<file path="src/rtl/mc_controller_pkg.sv">
// Shared encodings for the multicycle MIPS control unit: FSM states, opcodes,
// funct fields, ALU-op classes and ALU control codes, plus per-state decode.
package mc_controller_pkg;

  typedef enum logic [3:0] {
    S_FETCH   = 4'd0,
    S_DECODE  = 4'd1,
    S_MEMADR  = 4'd2,
    S_MEMRD   = 4'd3,
    S_MEMWB   = 4'd4,
    S_MEMWR   = 4'd5,
    S_RTYPEEX = 4'd6,
    S_RTYPEWB = 4'd7,
    S_BEQEX   = 4'd8,
    S_ADDIEX  = 4'd9,
    S_ADDIWB  = 4'd10,
    S_JEX     = 4'd11
  } state_t;

  localparam logic [5:0] OP_RTYPE = 6'b000000;
  localparam logic [5:0] OP_LW    = 6'b100011;
  localparam logic [5:0] OP_SW    = 6'b101011;
  localparam logic [5:0] OP_BEQ   = 6'b000100;
  localparam logic [5:0] OP_ADDI  = 6'b001000;
  localparam logic [5:0] OP_J     = 6'b000010;

  localparam logic [5:0] FN_ADD = 6'b100000;
  localparam logic [5:0] FN_SUB = 6'b100010;
  localparam logic [5:0] FN_AND = 6'b100100;
  localparam logic [5:0] FN_OR  = 6'b100101;
  localparam logic [5:0] FN_SLT = 6'b101010;

  localparam logic [1:0] ALUOP_ADD   = 2'b00;
  localparam logic [1:0] ALUOP_SUB   = 2'b01;
  localparam logic [1:0] ALUOP_FUNCT = 2'b10;

  localparam logic [2:0] ALU_AND = 3'b000;
  localparam logic [2:0] ALU_OR  = 3'b001;
  localparam logic [2:0] ALU_ADD = 3'b010;
  localparam logic [2:0] ALU_SUB = 3'b110;
  localparam logic [2:0] ALU_SLT = 3'b111;

  typedef struct packed {
    logic       pcwrite;
    logic       branch;
    logic       memwrite;
    logic       irwrite;
    logic       regwrite;
    logic       alusrca;
    logic       iord;
    logic       memtoreg;
    logic       regdst;
    logic [1:0] alusrcb;
    logic [1:0] pcsrc;
    logic [1:0] aluop;
  } ctrl_t;

  // Moore output decode; unknown state codes fall through to all-zero.
  function automatic ctrl_t state_ctrl(input state_t s);
    ctrl_t c;
    c = '0;
    case (s)
      S_FETCH: begin
        c.alusrcb = 2'b01;
        c.irwrite = 1'b1;
        c.pcwrite = 1'b1;
      end
      S_DECODE:  c.alusrcb = 2'b11;
      S_MEMADR: begin
        c.alusrca = 1'b1;
        c.alusrcb = 2'b10;
      end
      S_MEMRD:   c.iord = 1'b1;
      S_MEMWB: begin
        c.memtoreg = 1'b1;
        c.regwrite = 1'b1;
      end
      S_MEMWR: begin
        c.iord     = 1'b1;
        c.memwrite = 1'b1;
      end
      S_RTYPEEX: begin
        c.alusrca = 1'b1;
        c.aluop   = ALUOP_FUNCT;
      end
      S_RTYPEWB: begin
        c.regdst   = 1'b1;
        c.regwrite = 1'b1;
      end
      S_BEQEX: begin
        c.alusrca = 1'b1;
        c.aluop   = ALUOP_SUB;
        c.pcsrc   = 2'b01;
        c.branch  = 1'b1;
      end
      S_ADDIEX: begin
        c.alusrca = 1'b1;
        c.alusrcb = 2'b10;
      end
      S_ADDIWB:  c.regwrite = 1'b1;
      S_JEX: begin
        c.pcsrc   = 2'b10;
        c.pcwrite = 1'b1;
      end
      default: c = '0;
    endcase
    return c;
  endfunction

endpackage

</file>
<file path="src/rtl/mc_controller_aludec.sv">
// Combinational ALU decoder: maps the FSM's aluop class and the R-type funct
// field onto the 3-bit ALU control code.
module mc_controller_aludec
  import mc_controller_pkg::*;
(
  input  logic [1:0] aluop_i,
  input  logic [5:0] funct_i,
  output logic [2:0] alucontrol_o
);

  always_comb begin
    alucontrol_o = ALU_ADD;
    case (aluop_i)
      ALUOP_ADD: alucontrol_o = ALU_ADD;
      ALUOP_SUB: alucontrol_o = ALU_SUB;
      ALUOP_FUNCT: begin
        case (funct_i)
          FN_ADD:  alucontrol_o = ALU_ADD;
          FN_SUB:  alucontrol_o = ALU_SUB;
          FN_AND:  alucontrol_o = ALU_AND;
          FN_OR:   alucontrol_o = ALU_OR;
          FN_SLT:  alucontrol_o = ALU_SLT;
          default: alucontrol_o = ALU_ADD;
        endcase
      end
      default: alucontrol_o = ALU_ADD;
    endcase
  end

endmodule

</file>
<file path="src/rtl/mc_controller.sv">
// Multicycle MIPS control FSM. Moore outputs are registered alongside the state;
// only pcen depends combinationally on zero, and all write strobes are masked by reset.
module mc_controller
  import mc_controller_pkg::*;
(
  input  logic       clk,
  input  logic       reset,
  input  logic [5:0] op,
  input  logic [5:0] funct,
  input  logic       zero,
  output logic       pcen,
  output logic       memwrite,
  output logic       irwrite,
  output logic       regwrite,
  output logic       alusrca,
  output logic       iord,
  output logic       memtoreg,
  output logic       regdst,
  output logic [1:0] alusrcb,
  output logic [1:0] pcsrc,
  output logic [2:0] alucontrol
);

  state_t state_q, state_d;
  ctrl_t  ctrl_q;

  always_comb begin
    state_d = S_FETCH;
    case (state_q)
      S_FETCH:  state_d = S_DECODE;
      S_DECODE: begin
        case (op)
          OP_LW, OP_SW: state_d = S_MEMADR;
          OP_RTYPE:     state_d = S_RTYPEEX;
          OP_BEQ:       state_d = S_BEQEX;
          OP_ADDI:      state_d = S_ADDIEX;
          OP_J:         state_d = S_JEX;
          default:      state_d = S_FETCH;
        endcase
      end
      S_MEMADR: begin
        if (op == OP_LW)      state_d = S_MEMRD;
        else if (op == OP_SW) state_d = S_MEMWR;
        else                  state_d = S_FETCH;
      end
      S_MEMRD:   state_d = S_MEMWB;
      S_RTYPEEX: state_d = S_RTYPEWB;
      S_ADDIEX:  state_d = S_ADDIWB;
      default:   state_d = S_FETCH;
    endcase
  end

  // Outputs are decoded from the next state so they line up with state_q.
  always_ff @(posedge clk) begin
    if (reset) begin
      state_q <= S_FETCH;
      ctrl_q  <= state_ctrl(S_FETCH);
    end else begin
      state_q <= state_d;
      ctrl_q  <= state_ctrl(state_d);
    end
  end

  mc_controller_aludec u_aludec (
    .aluop_i      (ctrl_q.aluop),
    .funct_i      (funct),
    .alucontrol_o (alucontrol)
  );

  assign pcen     = ~reset & (ctrl_q.pcwrite | (ctrl_q.branch & zero));
  assign memwrite = ~reset & ctrl_q.memwrite;
  assign irwrite  = ~reset & ctrl_q.irwrite;
  assign regwrite = ~reset & ctrl_q.regwrite;
  assign alusrca  = ctrl_q.alusrca;
  assign iord     = ctrl_q.iord;
  assign memtoreg = ctrl_q.memtoreg;
  assign regdst   = ctrl_q.regdst;
  assign alusrcb  = ctrl_q.alusrcb;
  assign pcsrc    = ctrl_q.pcsrc;

endmodule

</file>
<file path="config.mk">
export PLATFORM = sky130hd
export DESIGN_NAME = mc_controller
export DESIGN_NICKNAME = d
export VERILOG_FILES = /design/src/rtl/mc_controller_pkg.sv /design/src/rtl/mc_controller_aludec.sv /design/src/rtl/mc_controller.sv
export SDC_FILE = /design/constraint.sdc
export NUM_CORES = 1
export LEC_CHECK = 0
export ABC_AREA = 1
export CELL_PAD_IN_SITES_DETAIL_PLACEMENT = 1
export CELL_PAD_IN_SITES_GLOBAL_PLACEMENT = 2
export CORE_ASPECT_RATIO = 0.8
export CORE_UTILIZATION = 24
export DETAILED_ROUTE_END_ITERATION = 12
export PLACE_DENSITY_LB_ADDON = 0.1
export SKIP_CTS_REPAIR_TIMING = 1
export SYNTH_ARGS = -nofsm -noshare
export SYNTH_HDL_FRONTEND = slang
export SYNTH_SLANG_ARGS = --single-unit
</file>
<file path="constraint.sdc">
create_clock -name clk -period 1.6 [get_ports clk]
set_input_delay 0.32 -clock clk [delete_from_list [all_inputs] [get_ports clk]]
set_output_delay 0.32 -clock clk [all_outputs]
set_load 0.01 [all_outputs]
</file>
# ---- Word-level counts from Yosys, hierarchy flattened
# Index checks and enable logic that the tools add are counted.
# Widths: inputs -> output; s select.
dict set report totals {
  register_bits 19
  inputBits 15
  out_inout_bits 15
  word_cells 74
}
dict set report classes {
  n_eq_ne 27
  mux 18
  n_bitwise 7
  reduce_logical 9
}
# cell count
set ops {}
lappend ops {{$eq 6x6->1 const B} 6}
lappend ops {{$pmux 4 s6} 1}
lappend ops {{$eq 4x3->1 const B} 5}
lappend ops {{$eq 4x4->1 const B} 5}
lappend ops {{$pmux 4 s5} 1}
lappend ops {{$eq 4x2->1 const B} 4}
lappend ops {{$pmux 3 s4} 1}
lappend ops {{$mux 1} 9}
lappend ops {{$eq 4x1->1 const B} 2}
lappend ops {{$logic_not 4->1} 2}
lappend ops {{$pmux 2 s2} 2}
lappend ops {{$reduce_or 2->1} 4}
lappend ops {{$eq 6x2->1 const B} 1}
lappend ops {{$eq 6x3->1 const B} 1}
lappend ops {{$eq 6x4->1 const B} 1}
lappend ops {{$logic_not 6->1} 1}
lappend ops {{$mux 3} 2}
lappend ops {{$pmux 2 s3} 1}
lappend ops {{$pmux 3 s2} 1}
lappend ops {{$and 1x1->1} 5}
lappend ops {{$reduce_or 4->1} 1}
lappend ops {{$reduce_or 3->1} 1}
lappend ops {{$eq 2x1->1 const B} 1}
lappend ops {{$eq 2x2->1 const B} 1}
lappend ops {{other kinds (2)} 2}

# ---- Depth between registers and ports, before layout
# Gate-level depths: netlist of the first run.
dict set report logic_depth {
  ltp_word 7
  mapped_depth 13
  mapped_depth_nobuf 13
}

# ---- Cells and area by module
# A second synthesis of the first run with hierarchy kept.
dict set report hier_totals {
  cells_unflattened 170
  area_unflattened_um2 1077.3
}
# module n_inst cells_each area_each_um2 seq_area_each_um2
set modules_own_cells {}
lappend modules_own_cells {mc_controller 1 133 903.4 360.3}
lappend modules_own_cells {mc_controller_aludec 1 37 173.9 0.0}

# ---- Worst setup path after synthesis of the first run
# No wires, ideal clock.
dict set report synth_path {
  path_kind {register -> register}
  startpoint {register state_q[0]}
  endpoint {register ctrl_q, in the netlist alusrca}
  setup_time_ps 112
  arrival_time_ps 1150
  t_required_ps 1488
  setup_slack_ps 338
  path_stages_with_launch 12
  n_path_buf 0
  synth_period_minus_slack_ps 1262
  cell_sequence {dfxtp_1 > inv_2 > nand2_2 > nor2_2 > nor2_4 > nand2_2 > nor2_4 > nor2_1 > nand2_1 > nand2_1 > nor2_1 > nor2_1}
}
dict set report synth_via {
  elab_chain_len 5
  elab_cells_between_ends 13
  classes_between {eq/ne (9); mux (2); reduce/logical (2)}
}
# element line
set synth_rtl {}
lappend synth_rtl {{from (decl)} mc_controller.sv:24} ;# state_t state_q, state_d;
lappend synth_rtl {{from (signal assigned)} mc_controller.sv:59} ;# state_q <= state_d;
lappend synth_rtl {{$eq 4x4->1, or another cell as far along} mc_controller.sv:29} ;# case (state_q)
lappend synth_rtl {{$pmux 4 s6 *} mc_controller.sv:29}
lappend synth_rtl {{$eq 4x4->1, or another cell as far along} mc_controller_pkg.sv:62} ;# case (s)
lappend synth_rtl {{$reduce_or 4->1 (no line) *} -}
lappend synth_rtl {{$mux 1 *} mc_controller_pkg.sv:62}
lappend synth_rtl {{to (signal assigned)} mc_controller.sv:57} ;# ctrl_q <= state_ctrl(S_FETCH);
lappend synth_rtl {{to (signal assigned)} mc_controller.sv:60} ;# ctrl_q <= state_ctrl(state_d);
lappend synth_rtl {{to (decl)} mc_controller.sv:25} ;# ctrl_t ctrl_q;
# Every way passes the cells marked *; elsewhere a longest branch is shown, timed or not.
# A chain may end at the register's enable or synchronous reset.

==> results.md, run 1 <==
- The floorplan step defined a core boundary enclosing 3850 sq um.
- The global route total overflow is 0.
- The arrival time at the worst endpoint is 1.25 ns.
- Power spread over the standard cell area amounts to 595 nW/um^2.
- The clock input transition at the sequential cells of the worst setup and hold paths is 0.06 ns.
- The width of the chip is 73.5 um.
- The final critical-path share of the clock period is 0.982.
- The worst setup path category is reg -> out.
- The flop and latch count out of synthesis is 17.
- The fmax is 637 MHz.
- The flow ran to the end, and the final reports show no timing, DRC or antenna violations.
- In the synthesized netlist the dominant register cell turns out to be sky130_fd_sc_hd__dfxtp_1.
- The number of rows created at floorplan is 20.
- Once detailed placement completed, the half-perimeter wirelength came to 2350 um.
- The library cells used most frequently in the layout, excluding fill and tap cells, are sky130_fd_sc_hd__nor2_1 (22), sky130_fd_sc_hd__nand2_1 (21), sky130_fd_sc_hd__inv_1 (20), sky130_fd_sc_hd__nand3_1 (20), sky130_fd_sc_hd__dfxtp_1 (16).
- The startpoint of the most critical register-to-register path is state_q[1].
- The clock drives 17 sinks.
- The number of antenna violations at the first check in global routing was 0.
- The number of enable flip-flop cells after synthesis is 0.
- The count of final setup violators is 0.
- Of the synthesized area, sequential elements account for 0.347.
- During synthesis, Yosys emitted a total of 0 warnings.
- The count of distinct cell types in the synthesized netlist is 20.
- The routed layout has 1054 vias.
- On the critical path, the stage with the largest delay is an instance of sky130_fd_sc_hd__dfxtp_2.
- Registers take 342 sq um.
- The die covers 4350 sq um.
- The total routing resource utilization after global routing is 0.146.
- Traced cell by cell, the critical path runs through inv_2, ha_4, nand3_4, nand2_2, inv_2, nor2_2, buf_2.
- The post-route clock skew is 0.00354 ns.
- Tracing the worst setup path back leads to its startpoint at ctrl_q[13].
- At the later pin of the worst-skew pair, clock insertion delay measures 0.25 ns.
- Entering global routing, the biggest net connects 10 pins.
- The worst register-to-register path has a depth of 11.
- The worst hold path passes through 3 cells.
- Synthesis produced a netlist with a net count of 166.
- At the end of routability-driven placement, the weighted congestion stood at 0.786.
- The placed instances occupy a cell area of 1390 sq um.
- Buffers placed on the I/O ports in this run total 29.
- The mean cell area of the mapped netlist is 6.58 sq um.
- The hold violation count in the final report came to 0.
- The synthesized netlist occupies a cell area of 981 sq um.
- The final critical-path required period is 1.57 ns.
- The antenna violation net count after detailed routing is 0.
- The TritonCTS clock tree is yes.
- Along the worst path, the maximum fanout reaches 3.
- The buffer cell driving the clock tree root is sky130_fd_sc_hd__clkbuf_8.
- VDD sags by at most 0.257 mV.
- The worst setup path is captured at an output port.
- The number of global-route vias before repair is 1043.
- Using the TritonRoute via totals, the vias-per-cell ratio works out to 4.27.
- The internal reg-to-reg setup slack is 0.15 ns.
- The area growth from synthesis to layout is 58.2%.
- The vertical die dimension is 59.2 um.
- The maximum clock insertion buffer count is 2.
- The worst reg2reg path endpoint is alusrca.
- The final layout contains 210 nets.
- In the synthesized netlist the async set-or-reset flop fraction comes to 0.
- Signal routing reaches up to met4.
- The worst setup path is launched from a flip-flop.
- The total CTS buffers is 3.
- STA puts the critical path data required time at 1.28 ns.
- The ratio of cells with drive above 1 in the final layout is 0.297.
- The most numerous cell type found on the critical path is sky130_fd_sc_hd__inv_2.
- The library cell used most frequently in the layout, excluding fill and tap cells, is sky130_fd_sc_hd__nor2_1.
- The cell count after synthesis came out at 149.
- The mean routed wirelength per cell is 11.8 um.
- The met2 wirelength from detailed routing is 1320 um.
- After detailed routing, the total wire length is 2920 um.
- Fill cells in the final layout number 512.
- The number of detailed-routing iterations run before antenna repair is 4.
- Wire segments on met3 add up to 118 um in the final route.
- Setup repair after global routing could not meet its margin everywhere.
- The post-layout instance area is 1550 sq um.
- The final-report max-slew violation count was 0.
- The min-delay analysis places its worst path in the category in -> reg.
- In the final layout, the multi-input gates occupy 562 sq um.
- The max capacitance violation total is 0.
- The maximum cell stage delay along the critical path is 0.33 ns.
- The met1 layer wirelength in the final routing is 1470 um.
- The number of top-level design ports is 30.
- In the routed design, unresolved DRC markers number 0.
- The number of DRC markers after the initial detailed-route iteration is 18.
- The worst relative slew slack is 0.813.
- The utilization after layout is 0.403.
- The initial utilization of the core area, before any placement, comes to 0.255.
- In this run the static leakage power is 0.827 nW.
- The repair_antennas step left the layout with diodes totalling 0.
- The capturing instance or port of the critical path is alucontrol[2].
- The first global-routing pass estimated 4820 um of wire.
- CTS built an H-tree with a depth of 1.
- At the pin with the least slew margin, the transition time is 0.280 ns.
==> cell usage after synthesis (2+ instances only) <==
library cell               n  area [sq um]
sky130_fd_sc_hd__nor3_1    4          20.0
sky130_fd_sc_hd__nor2_4    2          22.5
sky130_fd_sc_hd__nor2_1   26          97.6
sky130_fd_sc_hd__nor2_2    5          31.3
sky130_fd_sc_hd__buf_4     4          30.0
sky130_fd_sc_hd__nand2_1  23          86.3
sky130_fd_sc_hd__nand2_2   7          43.8
sky130_fd_sc_hd__a21oi_1   3          15.0
sky130_fd_sc_hd__inv_1    24          90.1
sky130_fd_sc_hd__inv_2     4          15.0
sky130_fd_sc_hd__dfxtp_1  17           340
sky130_fd_sc_hd__ha_1      2          25.0
sky130_fd_sc_hd__nand3_1  21           105
==> area by class of cell <==
class | count | share of cell area
Tap cell | 55 | 0.0444
Timing Repair Buffer | 44 | 0.277
Sequential cell | 17 | 0.220
Clock buffer | 4 | 0.0290
Inverter | 28 | 0.0677
Multi-Input combinational cell | 99 | 0.362
==> worst min-delay path by stage <==
stage | start | endpoint
floorplan | reset | ctrl_q[10]
global placement | state_q[0] | ctrl_q[1]
detailed placement | state_q[0] | ctrl_q[1]
CTS | state_q[0] | ctrl_q[1]
global route | reset | iord
finish | reset | iord
==> logic make-up after synthesis <==
group	Yosys count	share of synthesized area
and+or+nand+nor	92	0.445
buffers and inverters	33	0.152
DFF	17	0.347
AOI/OAI and AO/OA	5	0.0306
adders and majority gates	2	0.0255
==> flip-flops by register name, summed over array words and instances, names as in the netlist <==
register and count:
iord 1, alusrcb 2, memtoreg 1, pcsrc 1, state_q 4, alusrca 1
ctrl_q 6, regdst 1
==> metrics by stage <==
| step | hold slack [ns] | cells | worst slack [ns] | power, mW | TNS (ns) |
|---|---|---|---|---|---|
| floorplan | 0.389 | 149 | 0.338 | 0.528 | 0 |
| global route | 0.610 | 247 | -0.0491 | 0.984 | -0.0611 |
| global placement | 0.571 | 240 | -0.487 | 0.613 | -5.21 |
| CTS | 0.604 | 244 | -0.604 | 0.936 | -3.64 |
| detailed placement | 0.587 | 240 | -0.604 | 0.619 | -6.15 |
| finish | 0.580 | 247 | 0.0292 | 0.924 | 0 |
==> power breakdown <==
part | switching [mW] | total (mW) | internal, mW
sequential | 0.00632 | 0.442 | 0.436
clock | 0.132 | 0.308 | 0.176
combinational | 0.0895 | 0.173 | 0.0836
total | 0.228 | 0.924 | 0.696
==> critical path, delay by kind of cell, from the launching register on <==
kind / cells / cell delay (ns)
buffers and inverters: 3 / 0.25
adder cells (fa/ha/maj): 1 / 0.16
AND/OR/NAND/NOR: 3 / 0.27
flip-flops: 1 / 0.33
==> layer usage <==
metal  vias to the layer above  GRT usage
met1                       487      0.191
met3                         2     0.0357
met4                         0     0.0247
met5                         -          0
li1                        544          -
met2                        21      0.248
(Power assumes the default switching activity.)
==> run 2, diff against run 1 <==
--- a/config.mk
+++ b/config.mk
@@ -15,4 +15,5 @@
 export SKIP_CTS_REPAIR_TIMING = 1
 export SYNTH_ARGS = -nofsm -noshare
 export SYNTH_HDL_FRONTEND = slang
+export SYNTH_HIERARCHICAL = 1
 export SYNTH_SLANG_ARGS = --single-unit
==> run 2 against run 1 <==
Net effect:
- the flow now finishes with violations (negative setup slack)
- routed wire length up 4.9%
- synthesized area up 9.8%
- hold slack worse by 0.071 ns
- cell count up 8.9%
- register-to-register slack better by 0.02 ns
- fmax down 3.9%
- clock power up 25%
- clock-buffer cell count unchanged
- worst setup slack worse by 0.064 ns
- final area up 6.2%
- sequential power up 5.2%
- sequential share of layout area up 0.16 points
- largest power group unchanged
==> results.md, run 2 <==
- The total DRC errors in the routed layout is 0 (unchanged).
- The maximum fanout along the worst path was 2 (-1).
- The final wirelength is 3070 um (+4.9%).
- The nature of the critical path startpoint is a flip-flop.
- The vertical die dimension is 61.9 um (+4.6%).
- Yosys instantiated no cell more often than sky130_fd_sc_hd__nor2_1.
- The global route total overflow is 0 (unchanged).
- STA classifies the critical path endpoint as an output port.
- Among all flip-flop cells after synthesis, the most frequent one is sky130_fd_sc_hd__dfxtp_1.
- The area of the die is 4760 sq um (+9.5%).
- TritonCTS built the clock tree.
- The synthesized netlist net count is 187 (+13%).
- The count of final setup violators is 2 (+2).
- The final-report max-slew violation count came to 0 (unchanged).
- The register name with the most flops is ctrl_q.
- The post-route clock skew is 0.00418 ns (+0.000638 ns).
- The layout filler cell count is 549 (+7.2%).
- The checks that failed: negative setup slack.
- The required time of the critical path is 1.28 ns (about the same).
- The HPWL after detailed placement is 2430 um (+3.4%).
- The total routing resource utilization after global routing came to 0.132 (-0.0141).
- The number of detailed-routing iterations run before antenna repair came to 4 (unchanged).
- The gate count of the mapped netlist was 170 (+14%).
- The mean routed wirelength per cell is 11.4 um (-3.7%).
- The commonest non-fill, non-tap cell in the layout is sky130_fd_sc_hd__nand2_1.
- In this run the worst hold path is classified as reg -> reg.
- The ratio of cells with drive above 1 in the final layout is 0.297 (about the same).
- The flip-flop count of the largest register, all copies and words added is 6 (unchanged).
- The worst-case vdd ir drop is 0.411 mV (+60%).
- The proportion of synthesized chip area in sequential cells is 0.334 (-0.0124).
- The fmax was 612 MHz (-3.9%).
- The number of warnings printed during yosys synthesis is 6 (+6).
- The number of clock sinks came to 18 (+1).
- The number of global-route vias before repair is 1037 (-0.58%).
- The last weighted congestion value of the routability-driven placer is 0.755 (-3.9%).
- The clock input transition at the sequential cells of the worst setup and hold paths came to 0.08 ns (+0.02 ns).
- The initial cell density of the core is 0.253 (-0.00146).
- Ranked by total cell area, the synthesized netlist is headed by sky130_fd_sc_hd__dfxtp_1 (33%), sky130_fd_sc_hd__nor2_1 (13%), sky130_fd_sc_hd__nand2_1 (11%).
- The number of antenna violations at the first check in global routing came to 0 (unchanged).
- The antenna violation net count after detailed routing is 0 (unchanged).
- The post-synth design cell area is 1080 sq um (+9.8%).
- The source-to-sink clock delay at the later pin of the worst-skew pair is 0.26 ns (about the same).
- The quantity of I/O buffers inserted on ports is 29 (unchanged).
- The number of top-level design ports was 30 (unchanged).
- The final critical-path required period is 1.63 ns (+0.0641 ns).
- The flop and latch count out of synthesis is 18 (+1).
- The number of enable flip-flop cells after synthesis is 0 (unchanged).
- The power density normalized to cell area came to 623 nW/um^2 (+4.7%).
- The via count came to 1115 (+5.8%).
- The utilization after layout is 0.387 (-0.0155).
- The number of diodes is 0 (unchanged).
- In the layout the commonest cells are sky130_fd_sc_hd__nand2_1 (30), sky130_fd_sc_hd__nor2_1 (27), sky130_fd_sc_hd__inv_1 (24), sky130_fd_sc_hd__nand3_1 (16), sky130_fd_sc_hd__dlymetal6s2s_1 (15).
- The maximum clock insertion buffer count is 2 (unchanged).
- The slew at the pin closest to its max-slew limit is 0.306 ns (+0.0258 ns).
- The width of the chip came to 76.9 um (+4.7%).
- Ranked by instance count, the synthesized netlist is headed by sky130_fd_sc_hd__nor2_1 (36), sky130_fd_sc_hd__nand2_1 (31), sky130_fd_sc_hd__inv_1 (28).
- The area fraction of the dominant cell type after synthesis is 0.334 (-0.0124).
- The max capacitance violation total is 0 (unchanged).
- The number of H-tree branching levels is 1 (unchanged).
- The detailed-route vias per instance is 4.14 (-2.9%).
- The mean cell area of the mapped netlist is 6.34 sq um (-3.7%).
- From synthesis to final layout, the design area changed by 53.0%.
- The buffer cell driving the clock tree root is sky130_fd_sc_hd__clkbuf_8.
- The leakage power total was 0.870 nW (+5.2%).
- The count of distinct cell types in the synthesized netlist was 21 (+5.0%).
- The hold violation count in the final report is 0 (unchanged).
- The core region area is 4260 sq um (+10%).
- The largest registers in the layout are ctrl_q: 6 flops, state_q: 4 flops.
- The final critical-path share of the clock period is 1.02 (+0.0400).
- The wire length of the first global-routing pass was 4850 um (+0.71%).
- The worst relative slew slack is 0.796 (-0.0169).
- The smallest setup slack after layout is -0.0348 ns (-0.0641 ns).
- The number of DRC markers after the initial detailed-route iteration was 15 (-3).
- The arrival time at the worst endpoint is 1.31 ns (+0.06 ns).
- The overall power of the completed layout is 1.03 mW (+11%).
- The net count of the finished layout is 230 (+9.5%).
- The cell type with the highest aggregate area in the netlist is sky130_fd_sc_hd__dfxtp_1.
- The worst setup path category is reg -> out.
- The share of async-settable or async-resettable flops after synthesis is 0 (unchanged).
- The maximum number of pins on one net before global-route repair came to 11 (+1).
- The run finished, with violations left.
- Setup repair after global routing could not meet its margin everywhere.
- The total CTS buffers was 3 (unchanged).
- The number of rows created at floorplan is 21 (+5.0%).
==> run 2: kinds of logic (layout without fill, tap and decap cells) <==
| kind of cell | Yosys count | in the layout | share of synthesized area |
|---|---|---|---|
| and+or+nand+nor | 106 | 106 | 0.454 |
| buffers and inverters | 37 | 79 | 0.150 |
| DFF | 18 | 18 | 0.334 |
| AOI/OAI and AO/OA | 7 | 7 | 0.0383 |
| adders and majority gates | 2 | 2 | 0.0232 |
==> run 2: worst max-delay path, cell delays in order, from the launching register on <==
cell and delay [ns]:
sky130_fd_sc_hd__dfxtp_2 0.33, sky130_fd_sc_hd__buf_4 0.13, sky130_fd_sc_hd__ha_1 0.19, sky130_fd_sc_hd__inv_2 0.06, sky130_fd_sc_hd__nand2_1 0.04, sky130_fd_sc_hd__nor2_1 0.11, sky130_fd_sc_hd__nand2_1 0.07, sky130_fd_sc_hd__buf_2 0.14
==> run 2: final cells by class <==
class	instances	area, sq um	share of cell area
multi-input combinational	115	616	0.374
timing repair buffer	43	418	0.254
sequential	18	365	0.222
inverter	32	123	0.0744
tap	57	71.3	0.0433
clock buffer	4	55.1	0.0334
==> run 2: through the flow <==
step	setup TNS [ns]	cell area [sq um]	worst slack, ns	hold WS (ns)	std cells
final	-0.0431	1650	-0.0348	0.509	269
after global routing	-0.241	1650	-0.126	0.544	269
after CTS	-3.08	1550	-0.593	0.531	268
after detailed placement	-6.12	1500	-0.544	0.518	264
after global placement	-5.83	1500	-0.496	0.517	264
after floorplan	0	1080	0.183	0.470	170
==> run 2: worst paths after layout <==
path / start / to / slack (ns) / depth (start not counted)
worst max-delay path: ctrl_q[13] / alucontrol[1] / -0.03 / 7
worst min-delay path: state_q[1] / memtoreg / 0.51 / 2
worst max register to register: state_q[0] / alusrca / 0.17 / 12
worst min register to register: state_q[1] / memtoreg / 0.51 / 2
==> run 2: where the power goes <==
part | total (mW) | switching (mW) | internal, mW
sequential | 0.465 | 0.00477 | 0.460
combinational | 0.178 | 0.0950 | 0.0831
clock | 0.384 | 0.165 | 0.219
total | 1.03 | 0.265 | 0.762
==> run 2: per-layer routing <==
metal,part of all wire,global-route usage
met4,0.0036,0.0247
met1,0.52,0.186
met3,0.042,0.0380
met5,0,0
met2,0.43,0.202
